**src/rtl/mc_b_reader.sv**
```systemverilog
// mc_b_reader: drains a burst from a synchronous-read memory onto a valid/ready stream
module mc_b_reader #(
    parameter int DATA_W = 8,
    parameter int ADDR_W = 2
) (
    input  logic              clock,
    input  logic              Reset,
    input  logic              StartB,
    input  logic [ADDR_W-1:0] BaseB,
    input  logic [ADDR_W:0]   LenB,
    output logic              REB,
    output logic [ADDR_W-1:0] AddrRB,
    input  logic [DATA_W-1:0] RdDataB,
    output logic [DATA_W-1:0] DataOutB,
    output logic              ValidB,
    input  logic              ReadyB,
    output logic              BusyB,
    output logic              DoneB
);
    typedef enum logic [2:0] {S_IDLE, S_FETCH, S_WAIT, S_OUT, S_DONE} state_t;

    state_t            state, next_state;
    logic [ADDR_W-1:0] addr, addr_next;
    logic [ADDR_W:0]   remaining, remaining_next;
    logic              start, accept;

    assign start  = (state == S_IDLE) && StartB;
    assign accept = (state == S_OUT) && ValidB && ReadyB;

    // state register; reset aborts any burst in flight
    always_ff @(posedge clock or negedge Reset) begin
        if (!Reset) state <= S_IDLE;
        else        state <= next_state;
    end

    // next state plus next address/count, so outputs can be registered from them
    always_comb begin
        next_state     = state;
        addr_next      = addr;
        remaining_next = remaining;
        case (state)
            S_IDLE: if (StartB) begin
                addr_next      = BaseB;
                remaining_next = LenB;
                next_state     = (LenB == '0) ? S_DONE : S_FETCH;
            end
            S_FETCH: next_state = S_WAIT;
            S_WAIT:  next_state = S_OUT;
            S_OUT: if (accept) begin
                addr_next      = addr + 1'b1;
                remaining_next = remaining - 1'b1;
                next_state     = (remaining == (ADDR_W+1)'(1)) ? S_DONE : S_FETCH;
            end
            S_DONE:  next_state = S_IDLE;
            default: next_state = S_IDLE;
        endcase
    end

    // burst bookkeeping and registered outputs decoded from the upcoming state
    always_ff @(posedge clock or negedge Reset) begin
        if (!Reset) begin
            addr      <= '0;
            remaining <= '0;
            REB       <= 1'b0;
            AddrRB    <= '0;
            DataOutB  <= '0;
            ValidB    <= 1'b0;
            BusyB     <= 1'b0;
            DoneB     <= 1'b0;
        end else begin
            if (start || accept) begin
                addr      <= addr_next;
                remaining <= remaining_next;
            end
            if (next_state == S_FETCH) AddrRB <= addr_next;
            if (state == S_WAIT) DataOutB <= RdDataB;
            REB    <= (next_state == S_FETCH);
            ValidB <= (next_state == S_OUT);
            BusyB  <= (next_state != S_IDLE);
            DoneB  <= (next_state == S_DONE);
        end
    end
endmodule

```
**config.mk**
```make
export PLATFORM = sky130hd
export DESIGN_NAME = mc_b_reader
export DESIGN_NICKNAME = d
export VERILOG_FILES = /design/src/rtl/mc_b_reader.sv
export SDC_FILE = /design/constraint.sdc
export NUM_CORES = 1
export LEC_CHECK = 0
export CORE_MARGIN = 8
export CORE_UTILIZATION = 45
export CTS_CLUSTER_DIAMETER = 60
export CTS_CLUSTER_SIZE = 30
export DETAILED_ROUTE_END_ITERATION = 10
export HOLD_SLACK_MARGIN = 0.05
export MAX_ROUTING_LAYER = met4
export PLACE_DENSITY_LB_ADDON = 0.05
export SYNTH_ARGS = -nofsm -noshare
export SYNTH_HDL_FRONTEND = slang
export SYNTH_SLANG_ARGS = --single-unit
```
**constraint.sdc**
```tcl
create_clock -name clock -period 2.35 [get_ports clock]
set_input_delay 0.47 -clock clock [delete_from_list [all_inputs] [get_ports clock]]
set_output_delay 0.47 -clock clock [all_outputs]
set_load 0.01 [all_outputs]
```
==> results of run 1 <==
-- synth_stat cells --
| master | count | area [um^2] |
|---|---|---|
| a211o_1 | 1 | 8.760 |
| a211oi_1 | 1 | 7.510 |
| a21o_1 | 2 | 15.01 |
| a21oi_1 | 2 | 10.01 |
| a221o_1 | 1 | 10.01 |
| a221oi_2 | 2 | 30.03 |
| a31oi_2 | 1 | 12.51 |
| a32o_1 | 1 | 10.01 |
| and3b_1 | 1 | 8.760 |
| and4_1 | 1 | 8.760 |
| buf_2 | 2 | 10.01 |
| dfrtp_1 | 22 | 550.5 |
| ha_1 | 2 | 25.02 |
| inv_1 | 4 | 15.01 |
| mux2_2 | 8 | 90.09 |
| mux2_4 | 2 | 30.03 |
| nand2_1 | 2 | 7.510 |
| nand3b_1 | 1 | 7.510 |
| nand4b_1 | 1 | 8.760 |
| nor2_1 | 8 | 30.03 |
| nor2_2 | 1 | 6.260 |
| nor3_1 | 3 | 15.01 |
| nor3b_1 | 2 | 15.01 |
| nor4_1 | 1 | 6.260 |
| nor4b_2 | 1 | 15.01 |
| o21ai_0 | 3 | 15.01 |
| or2b_1 | 1 | 7.510 |
| or3_1 | 1 | 6.260 |
| or4b_4 | 1 | 13.76 |
-- layout make-up --
cell class | instances | area (um^2) | area share
repair buffers | 34 | 330.3 | 0.2404
well taps | 28 | 35.03 | 0.02550
inverters | 4 | 15.01 | 0.01093
clock buffers | 3 | 22.52 | 0.01639
multi-input cells | 51 | 420.4 | 0.3060
flip-flops and latches | 22 | 550.5 | 0.4007
-- cells in the final DEF, fill, tap and decap left out, drive strengths merged, types with 2 or more instances in the layout --
| master | Yosys | final |
|---|---|---|
| a21o | 2 | 2 |
| a21oi | 2 | 2 |
| a221oi | 2 | 2 |
| buf | 2 | 4 |
| clkbuf | 0 | 3 |
| clkdlybuf4s50 | 0 | 30 |
| dfrtp | 22 | 22 |
| ha | 2 | 2 |
| inv | 4 | 4 |
| mux2 | 10 | 10 |
| nand2 | 2 | 2 |
| nor2 | 9 | 9 |
| nor3 | 3 | 3 |
| nor3b | 2 | 2 |
| o21ai | 3 | 3 |
-- through the flow --
step	worst slack [ps]	utilization	power [uW]	std cells	cell area, um^2
floorplan	516.6	-	1195	79	996.0
global placement	31.31	0.6290	1555	139	1351
detailed placement	2.932	0.6290	1572	139	1351
CTS	319.4	0.6395	1742	142	1374
global route	276.9	0.6395	1848	142	1374
finish	320.1	0.6395	1713	142	1374
-- cells by family (layout without fill, tap and decap cells) --
family,after synthesis,count (layout),share of synthesized area
AOI/OAI and AO/OA,14,14,0.1193
adders and majority gates,2,2,0.02512
buffers and inverters,6,41,0.02512
DFF,22,22,0.5528
muxes,10,10,0.1206
and+or+nand+nor,25,25,0.1570
-- worst max-delay path by stage --
stage | cells past startpoint | slack (ps) | endpoint | start
final | 5 | 320 | AddrRB[0] | LenB[0]
after global routing | 5 | 280 | AddrRB[0] | LenB[0]
after global placement | 5 | 30 | AddrRB[1] | LenB[0]
after detailed placement | 5 | 3 | AddrRB[0] | LenB[0]
after CTS | 5 | 320 | AddrRB[0] | LenB[0]
after floorplan | 4 | 520 | AddrRB[0] | LenB[0]
-- state kept, by name, summed over array words and instances, names as in the netlist --
signal / cells
ValidB: 1
remaining: 3
DoneB: 1
DataOutB: 8
REB: 1
BusyB: 1
AddrRB: 2
state: 3
addr: 2
-- power breakdown --
| group | switching (uW) | leakage (uW) | internal, uW |
|---|---|---|---|
| Clock | 102 | 0.0000138 | 59.6 |
| Combinational | 368 | 0.000306 | 509 |
| Sequential | 122 | 0.000261 | 552 |
-- routing by layer --
metal	track usage	routed length (um)	vias up	part of all wire
met5	-	0	-	0
met4	0.05128	17	0	0.0080
met3	0.04480	135	2	0.064
met2	0.1767	1003	19	0.47
met1	0.1367	965	357	0.45
li1	-	-	360	-
-- worst max-delay path, delay by kind of cell --
kind                   cells  cell delay (ps)
muxes                      1              310
and+or+nand+nor            2              690
AOI/OAI and AO/OA          1              320
buffers and inverters      1              420
==> impl_metrics.ini, run 1 <==
[outcome]
outcome = completed

[min_path]
min_delay_worst_endpoint = remaining[1]
hold_path.startpoint = remaining[1]
worst_hold_path_type = reg2reg
holdPathStages = 1

[placed_design]
globalplace.congestion = 0.8351
numPortBuffers = 30
detailed_place_hpwl_um = 1623

[sta]
hold_viol_final = 0
fin_skew_ps = 7.876
tns_ps = 0
relSlewSlack = 0.6425
setup_viol = 0
max_clock_freq_mhz = 492.6
rsz0062_at_grt = no
slew_violations = 0
period_share = 0.8638
hold_slack_ps = 490.7
worstMarginPinSlew_ps = 534.8
fin_crit_ps = 2030

[logic_synthesis]
synth_area_per_cell_um2 = 12.61
synthCells = 79
ys_ff_latch = 22
ys.warnings.count = 0
yosysSeqAreaShare = 0.5528
syn_nets = 98
netlist_area_um2 = 996.0
ys_types = 29

[clocking]
htree_levels = 1
cts_tree = yes
cts_setup_buffers = 0
root_buffer = clkbuf_4
cts_resized = 0
hold_buffers = 0
clock-sinks = 22
worstSkewPairLatency_ps = 290
cts.path.max_buffers = 2
clkSlewWorstSetupHoldPaths_ps = 110
numCtsBuffers = 3

[setup_path]
worst_path_largest_cell_delay_ps = 580
arrival_ps = 2220
crit_fanout = 3
worstPathRequired_ps = 2540
cp-start-kind = input port
path_class = in2reg
crit_chain = clkdlybuf4s50_1 -> or4b_4 -> a221oi_2 -> nor2_2 -> mux2_4
r2r_slack_ps = 490
end_kind = register
r2r_cells = 4
timing.rr.start = state[0]
cpMaxStageDelayCell = or4b_4
r2r-end = AddrRB[0]

[floorplan]
dieArea_um2 = 3975
start_util = 0.4636
rows = 17
dieHeight_um = 63.05
ioPinCount = 31
core-area_um2 = 2148
die_w_um = 63.05

[detailed_routing]
routed_wl_um = 2121
drc = 0
drtIter0Drc = 11
ant_nets = 0
drt_pass1_iterations = 4
avgRoutedWirePerCell_um = 14.94
vias = 738
viasPerCell = 5.197

[grt]
antenna_found_initial = 0
track_usage = 0.1177
overflow = 0
grt_pass1_vias = 836
grt_start_max_net_pins = 23
grt_pass1_wl_um = 3663

[final_layout]
nFillCells = 177
layout-drive-gt1-share = 0.2018
area_delta_synth_final_pct = 37.94
nets = 135
antenna_cells = 0

[power_and_ir_drop]
vdd_drop_max_mv = 0.6749
leakage_uw = 0.0005810
cellPowerDensity_nw_per_um2 = 1247

[run]
cap_violations = 0
Power figures use the tool's default switching activity.
==> inputs of run 2 (changes only) <==
--- a/config.mk
+++ b/config.mk
@@ -13,6 +13,7 @@
 export HOLD_SLACK_MARGIN = 0.05
 export MAX_ROUTING_LAYER = met4
 export PLACE_DENSITY_LB_ADDON = 0.05
+export SLEW_MARGIN = 10
 export SYNTH_ARGS = -nofsm -noshare
 export SYNTH_HDL_FRONTEND = slang
 export SYNTH_SLANG_ARGS = --single-unit
==> results of run 2 <==
Final layout, timing and power as in run 1 (identical DEF).
==> inputs of run 3 (changes only) <==
--- a/config.mk
+++ b/config.mk
@@ -13,7 +13,7 @@
 export HOLD_SLACK_MARGIN = 0.05
 export MAX_ROUTING_LAYER = met4
 export PLACE_DENSITY_LB_ADDON = 0.05
-export SLEW_MARGIN = 10
+export SLEW_MARGIN = 20
 export SYNTH_ARGS = -nofsm -noshare
 export SYNTH_HDL_FRONTEND = slang
 export SYNTH_SLANG_ARGS = --single-unit
==> results of run 3 <==
Final layout, timing and power as in run 1 (identical DEF).
